File: config.mk
export PLATFORM = sky130hd
export DESIGN_NAME = k12a_io_serial
export DESIGN_NICKNAME = d
export VERILOG_FILES = /design/src/rtl/k12a_io_serial.sv
export SDC_FILE = /design/constraint.sdc
export NUM_CORES = 1
export LEC_CHECK = 0
export ABC_AREA = 1
export CAP_MARGIN = 0
export CORE_UTILIZATION = 25
export CTS_BUF_LIST = sky130_fd_sc_hd__clkbuf_8
export DETAILED_ROUTE_END_ITERATION = 12
export SYNTH_ARGS = -nofsm -noshare
export SYNTH_HDL_FRONTEND = slang
export SYNTH_SLANG_ARGS = --single-unit
File: constraint.sdc
create_clock -name clock -period 3 [get_ports clock]
set_clock_uncertainty 0.1 [all_clocks]
set_input_delay 0.45 -clock clock [delete_from_list [all_inputs] [get_ports clock]]
set_output_delay 0.45 -clock clock [all_outputs]
set_load 0.1 [all_outputs]
File: src/rtl/k12a_io_serial.sv
// IO-bus responder for the k12a core: 8N1 serial transmitter with a small TX FIFO,
// receiver with a one-byte holding register, and a wake output while RX data is pending.
module k12a_io_serial #(
  parameter logic [2:0] ADDR_DATA    = 3'h0,
  parameter logic [2:0] ADDR_STATUS  = 3'h1,
  parameter int         CLKS_PER_BIT = 16,
  parameter int         TX_DEPTH     = 4
) (
  input  logic       clock,
  input  logic       reset,
  input  logic [2:0] io_addr,
  input  logic       io_load,
  input  logic       io_store,
  input  logic [7:0] io_wdata,
  output logic [7:0] io_rdata,
  output logic       io_rdata_en,
  input  logic       rx,
  output logic       tx,
  output logic       wake
);

  localparam int CW = $clog2(CLKS_PER_BIT);
  localparam int AW = $clog2(TX_DEPTH);
  localparam logic [CW-1:0] CNT_FULL = CW'(CLKS_PER_BIT - 1);
  localparam logic [CW-1:0] CNT_HALF = CW'(CLKS_PER_BIT / 2 - 1);

  typedef enum logic [1:0] {ST_IDLE, ST_START, ST_DATA, ST_STOP} ser_state_e;

  logic data_sel, status_sel, data_rd, data_wr, stat_wr;
  assign data_sel   = (io_addr == ADDR_DATA);
  assign status_sel = (io_addr == ADDR_STATUS);
  assign data_rd    = io_load  & data_sel;
  assign data_wr    = io_store & data_sel;
  assign stat_wr    = io_store & status_sel;

  // TX FIFO
  logic [7:0]  fifo_mem [TX_DEPTH];
  logic [AW-1:0] wr_ptr_q, rd_ptr_q;
  logic [AW:0]   count_q, count_d;
  logic fifo_full, fifo_empty, push, pop;

  assign fifo_full  = (count_q == (AW+1)'(TX_DEPTH));
  assign fifo_empty = (count_q == '0);
  assign push       = data_wr & ~fifo_full;
  assign count_d    = count_q + (AW+1)'(push) - (AW+1)'(pop);

  always_ff @(posedge clock) begin
    if (reset) begin
      wr_ptr_q <= '0;
      rd_ptr_q <= '0;
      count_q  <= '0;
    end else begin
      if (push) wr_ptr_q <= wr_ptr_q + 1'b1;
      if (pop)  rd_ptr_q <= rd_ptr_q + 1'b1;
      count_q <= count_d;
    end
  end

  always_ff @(posedge clock) begin
    if (push) fifo_mem[wr_ptr_q] <= io_wdata;
  end

  // TX FSM
  ser_state_e    tx_state_q, tx_state_d;
  logic [CW-1:0] tx_cnt_q, tx_cnt_d;
  logic [2:0]    tx_bit_q, tx_bit_d;
  logic [7:0]    tx_shift_q, tx_shift_d;

  always_ff @(posedge clock) begin
    if (reset) begin
      tx_state_q <= ST_IDLE;
      tx_cnt_q   <= '0;
      tx_bit_q   <= '0;
    end else begin
      tx_state_q <= tx_state_d;
      tx_cnt_q   <= tx_cnt_d;
      tx_bit_q   <= tx_bit_d;
    end
    tx_shift_q <= tx_shift_d;
  end

  always_comb begin
    tx_state_d = tx_state_q;
    tx_cnt_d   = tx_cnt_q;
    tx_bit_d   = tx_bit_q;
    tx_shift_d = tx_shift_q;
    pop        = 1'b0;
    tx         = 1'b1;
    case (tx_state_q)
      ST_IDLE: begin
        if (!fifo_empty) begin
          pop        = 1'b1;
          tx_shift_d = fifo_mem[rd_ptr_q];
          tx_cnt_d   = CNT_FULL;
          tx_state_d = ST_START;
        end
      end
      ST_START: begin
        tx = 1'b0;
        if (tx_cnt_q == '0) begin
          tx_cnt_d   = CNT_FULL;
          tx_bit_d   = '0;
          tx_state_d = ST_DATA;
        end else begin
          tx_cnt_d = tx_cnt_q - 1'b1;
        end
      end
      ST_DATA: begin
        tx = tx_shift_q[0];
        if (tx_cnt_q == '0) begin
          tx_cnt_d   = CNT_FULL;
          tx_shift_d = {1'b0, tx_shift_q[7:1]};
          tx_bit_d   = tx_bit_q + 1'b1;
          if (tx_bit_q == 3'd7) tx_state_d = ST_STOP;
        end else begin
          tx_cnt_d = tx_cnt_q - 1'b1;
        end
      end
      ST_STOP: begin
        if (tx_cnt_q == '0) begin
          // Chain straight into the next start bit so queued bytes go out with no idle gap.
          if (!fifo_empty) begin
            pop        = 1'b1;
            tx_shift_d = fifo_mem[rd_ptr_q];
            tx_cnt_d   = CNT_FULL;
            tx_state_d = ST_START;
          end else begin
            tx_state_d = ST_IDLE;
          end
        end else begin
          tx_cnt_d = tx_cnt_q - 1'b1;
        end
      end
      default: tx_state_d = ST_IDLE;
    endcase
  end

  // RX synchroniser; rx_prev_q detects the falling edge so a held-low line never retriggers.
  logic rx_s1_q, rx_s2_q, rx_prev_q;

  always_ff @(posedge clock) begin
    if (reset) begin
      rx_s1_q   <= 1'b1;
      rx_s2_q   <= 1'b1;
      rx_prev_q <= 1'b1;
    end else begin
      rx_s1_q   <= rx;
      rx_s2_q   <= rx_s1_q;
      rx_prev_q <= rx_s2_q;
    end
  end

  // RX FSM
  ser_state_e    rx_state_q, rx_state_d;
  logic [CW-1:0] rx_cnt_q, rx_cnt_d;
  logic [2:0]    rx_bit_q, rx_bit_d;
  logic [7:0]    rx_shift_q, rx_shift_d;
  logic          deliver, ferr_set;

  always_ff @(posedge clock) begin
    if (reset) begin
      rx_state_q <= ST_IDLE;
      rx_cnt_q   <= '0;
      rx_bit_q   <= '0;
    end else begin
      rx_state_q <= rx_state_d;
      rx_cnt_q   <= rx_cnt_d;
      rx_bit_q   <= rx_bit_d;
    end
    rx_shift_q <= rx_shift_d;
  end

  always_comb begin
    rx_state_d = rx_state_q;
    rx_cnt_d   = rx_cnt_q;
    rx_bit_d   = rx_bit_q;
    rx_shift_d = rx_shift_q;
    deliver    = 1'b0;
    ferr_set   = 1'b0;
    case (rx_state_q)
      ST_IDLE: begin
        if (!rx_s2_q && rx_prev_q) begin
          rx_cnt_d   = CNT_HALF;
          rx_state_d = ST_START;
        end
      end
      ST_START: begin
        if (rx_cnt_q == '0) begin
          rx_cnt_d   = CNT_FULL;
          rx_bit_d   = '0;
          rx_state_d = rx_s2_q ? ST_IDLE : ST_DATA;
        end else begin
          rx_cnt_d = rx_cnt_q - 1'b1;
        end
      end
      ST_DATA: begin
        if (rx_cnt_q == '0) begin
          rx_cnt_d   = CNT_FULL;
          rx_shift_d = {rx_s2_q, rx_shift_q[7:1]};
          rx_bit_d   = rx_bit_q + 1'b1;
          if (rx_bit_q == 3'd7) rx_state_d = ST_STOP;
        end else begin
          rx_cnt_d = rx_cnt_q - 1'b1;
        end
      end
      ST_STOP: begin
        if (rx_cnt_q == '0) begin
          deliver    = rx_s2_q;
          ferr_set   = ~rx_s2_q;
          rx_state_d = ST_IDLE;
        end else begin
          rx_cnt_d = rx_cnt_q - 1'b1;
        end
      end
      default: rx_state_d = ST_IDLE;
    endcase
  end

  // Holding register and sticky flags
  logic [7:0] rx_buf_q, rx_buf_d;
  logic rx_valid_q, rx_valid_d, overrun_q, overrun_d, ferr_q, ferr_d;

  always_comb begin
    rx_buf_d   = rx_buf_q;
    rx_valid_d = rx_valid_q & ~data_rd;
    overrun_d  = overrun_q & ~(stat_wr & io_wdata[3]);
    ferr_d     = (ferr_q & ~(stat_wr & io_wdata[4])) | ferr_set;
    if (deliver) begin
      if (!rx_valid_q || data_rd) begin
        rx_buf_d   = rx_shift_q;
        rx_valid_d = 1'b1;
      end else begin
        overrun_d = 1'b1;
      end
    end
  end

  always_ff @(posedge clock) begin
    if (reset) begin
      rx_buf_q   <= '0;
      rx_valid_q <= 1'b0;
      overrun_q  <= 1'b0;
      ferr_q     <= 1'b0;
    end else begin
      rx_buf_q   <= rx_buf_d;
      rx_valid_q <= rx_valid_d;
      overrun_q  <= overrun_d;
      ferr_q     <= ferr_d;
    end
  end

  logic       tx_idle;
  logic [7:0] status;
  assign tx_idle = fifo_empty & (tx_state_q == ST_IDLE);
  assign status  = {3'b000, ferr_q, overrun_q, rx_valid_q, tx_idle, fifo_full};
  assign wake    = rx_valid_q;

  always_comb begin
    io_rdata_en = io_load & (data_sel | status_sel);
    io_rdata    = '0;
    if (io_load && data_sel)        io_rdata = rx_buf_q;
    else if (io_load && status_sel) io_rdata = status;
  end

endmodule

==> summary.txt <==
Run status
  – Outcome: complete, no violations

Die
  – Die H: 129 um
  – Die extent in x: 129 um
  – FP Rows: 46
  – Core area: 15,900 sq um
  – Die ar.: 16,700 sq um
  – Initial Utilization: 25.5%
  – Ports: 27

Worst setup path
  – Worst setup path start: io_addr[1]
  – Reg-to-Reg Start: tx_state_q[0]
  – Maximum fanout along the worst path: 10
  – Crit. End Element: output port
  – Crit path arrival time: 1.98 ns
  – Worst EP required: roughly 2.5 ns
  – Crit Path Class: primary input to output port
  – Setup crit start kind: primary input

Timing
  – Max-slew violations: 0
  – Fmax: 395 MHz
  – RSZ-0062 raised after global routing: false
  – Final WS setup: roughly 0.47 ns
  – Worst slew pin tran: 0.692 ns
  – Final hold viol count: 0
  – Final Setup Violations: 0
  – Rel. slew slack: a little over half
  – Final min period: 2.53 ns
  – Period utilization: between 80% and 90%

Yosys
  – XOR/XNOR Fraction of Synth Area: 0.648%
  – Post-synthesis mux area share: 0%
  – Mapped Cells: ~440
  – Sequential area share after synthesis: 55.8%
  – Synth unique cells: 34
  – Synth Area in Simple Gates: 21.8%
  – Synth warn: 0
  – Largest family of logic cells by synthesized area: simple AND/OR/NAND/NOR gates
  – Post-Syn Area per Cell: 9.28 sq um
  – Compound-gate portion of the synthesized area: a little under a tenth
  – Flops & latches, synth: 89
  – Synth Area in Adders: 6.98%
  – Synthesized Nets: roughly 480
  – Netlist Area Pre-Place: 4050 sq um

Layout
  – Final core utilization: 31.1%
  – Ant. Diodes: 0
  – Layout cell share with drive strength beyond 1: 11.9%
  – Final std cells w/o fill: about 700
  – Final #Nets: 513
  – Layout Area Growth over Synthesis: 21.9%

Clock network
  – Clk pin slew, worst setup/hold paths: 0.09 ns
  – Later-pin clock latency in the skew report: 0.37 ns
  – Htree depth: 3
  – Postcts setup bufs: 0
  – Post-CTS sizing: 0
  – CTS buffer count: 9
  – Hold buffer count at cts: 0
  – CTS Buffer Depth: 2
  – Clock sink count: 89
  – CTS tree: done
  – Root buffer cell: clkbuf_8

Global route
  – Vias in the first global route: 3,078
  – Largest net degree at the start of global routing: 25
  – Global router's overall resource usage: roughly 11%
  – First-pass GRT wire length: 14,200 um
  – Initial antenna violation count: 0
  – Total grt overflow: 0

Place
  – # port buffers: 26
  – Placer congestion estimate: a little under 0.8
  – Final HPWL DP: around 6000 um
  – Placed cells: between 600 and 700
  – Pre-CTS WS: 0.297 ns

Routing
  – DR DRC count: 0
  – Total number of vias: 2,976
  – Via/cell ratio: 4.28
  – Routed WL: 8220 um
  – Average wire per standard cell: 11.8 um
  – Starting DRT DRC Count: 242
  – Drt first pass iters: 5
  – Final ANT Viol Nets: 0

Power and ir drop
  – Total power: 3.94 mW
  – Leakage: 1.94 nW
  – Pwr/cell area: 796 nW/um^2
  – VDD IR max: 380 uV

Min path
  – Min-delay src: rx_s1_q
  – HP Class: flip-flop to flip-flop

Flow run
  – Maximum capacitance violations: 0
through the flow:
| stage | hold slack (ns) | cell area, sq um | setup TNS [ns] |
|---|---|---|---|
| 6_report | 0.320 | 4940 | 0 |
| 5_1_grt | 0.330 | 4940 | 0 |
| 4_1_cts | 0.329 | 4940 | 0 |
| 3_5_place_dp | 0.310 | 4710 | 0 |
| 3_3_place_gp | 0.308 | 4710 | 0 |
| 2_1_floorplan | 0.289 | 4060 | -0.197 |
worst paths after layout:
check,to,slack (ns),cells after the start
setup reg to reg,count_q[2],0.51,13
hold / removal,rx_s2_q,0.32,1
hold reg to reg,rx_s2_q,0.32,1
setup / recovery,io_rdata[1],0.47,5
critical path, stage by stage:
cell	delay (ns)
clkdlybuf4s50_1	0.50
nor3b_4	0.46
nand2_1	0.17
o21ai_2	0.21
buf_12	0.20
kinds of logic after synthesis:
group | after synthesis
AO/OA/AOI/OAI | 73
flip-flops | 89
buffers and inverters | 53
XOR/XNOR | 3
AND/OR/NAND/NOR | 197
adder cells (fa/ha/maj) | 22
sequential cells by signal, summed over array words and instances, names as in the netlist, named ones only:
name / cells
count_q: 3
ferr_q: 1
fifo_mem: 32
overrun_q: 1
rd_ptr_q: 2
rx_bit_q: 3
rx_buf_q: 8
rx_cnt_q: 4
rx_prev_q: 1
rx_s1_q: 1
rx_s2_q: 1
rx_shift_q: 8
rx_state_q: 1
tx_bit_q: 3
tx_cnt_q: 4
tx_shift_q: 8
tx_state_q: 2
wake: 1
wr_ptr_q: 2
Yosys cell counts (all sizes together):
cell | instances | area (sq um)
a211oi | 1 | 7.51
a21oi | 22 | 110
buf | 2 | 12.5
clkbuf | 4 | 15.0
dfxtp | 41 | 821
edfxtp | 48 | 1440
fa | 1 | 20.0
ha | 21 | 263
inv | 47 | 181
nand2 | 91 | 357
nand3 | 26 | 148
nand4 | 5 | 37.5
nor2 | 69 | 293
nor3b | 1 | 18.8
o21a | 1 | 7.51
o21ai | 39 | 195
o21bai | 1 | 11.3
o22ai | 8 | 50.1
o31ai | 1 | 7.51
or2 | 5 | 31.3
xnor2 | 2 | 17.5
xor2 | 1 | 8.76
placed cells by master (no fill, tap or decap), drive strengths merged:
cell type | synthesis | layout
clkbuf | 4 | 9
xor2 | 1 | 1
bufinv | 0 | 2
clkinvlp | 0 | 1
nand4 | 5 | 5
inv | 47 | 51
o31ai | 1 | 1
o21a | 1 | 1
fa | 1 | 1
edfxtp | 48 | 48
nand2 | 91 | 91
nor3b | 1 | 1
a211oi | 1 | 1
ha | 21 | 21
clkdlybuf4s50 | 0 | 15
or2 | 5 | 5
o21ai | 39 | 39
nor2 | 69 | 69
a21oi | 22 | 22
nand3 | 26 | 26
xnor2 | 2 | 2
buf | 2 | 18
o22ai | 8 | 8
dfxtp | 41 | 41
o21bai | 1 | 1
cell type report:
type / count / area [sq um]
fillers: 1668 / 10900
flip-flops and latches: 89 / 2260
multi-input cells: 295 / 1590
repair buffers: 33 / 410
well taps: 216 / 270
inverters: 47 / 181
clock buffers: 9 / 124
clock inverters: 7 / 105
report_power, final:
group	total, mW	switching, mW	internal [mW]
Sequential	1.63	0.133	1.50
Clock	0.937	0.453	0.483
Combinational	1.37	0.892	0.476
Total	3.94	1.48	2.46
layer usage:
| metal | wire (um) | part of all wire [%] | GRT usage [%] | vias up |
|---|---|---|---|---|
| met5 | 0 | 0 | 0 | - |
| met4 | 85 | 1.0 | 3.88 | 0 |
| met2 | 4060 | 49 | 19.2 | 30 |
| met1 | 3770 | 46 | 12.6 | 1413 |
| met3 | 301 | 3.7 | 3.26 | 6 |
| li1 | - | - | - | 1527 |
Note: power is estimated with default switching activity, not from simulation.
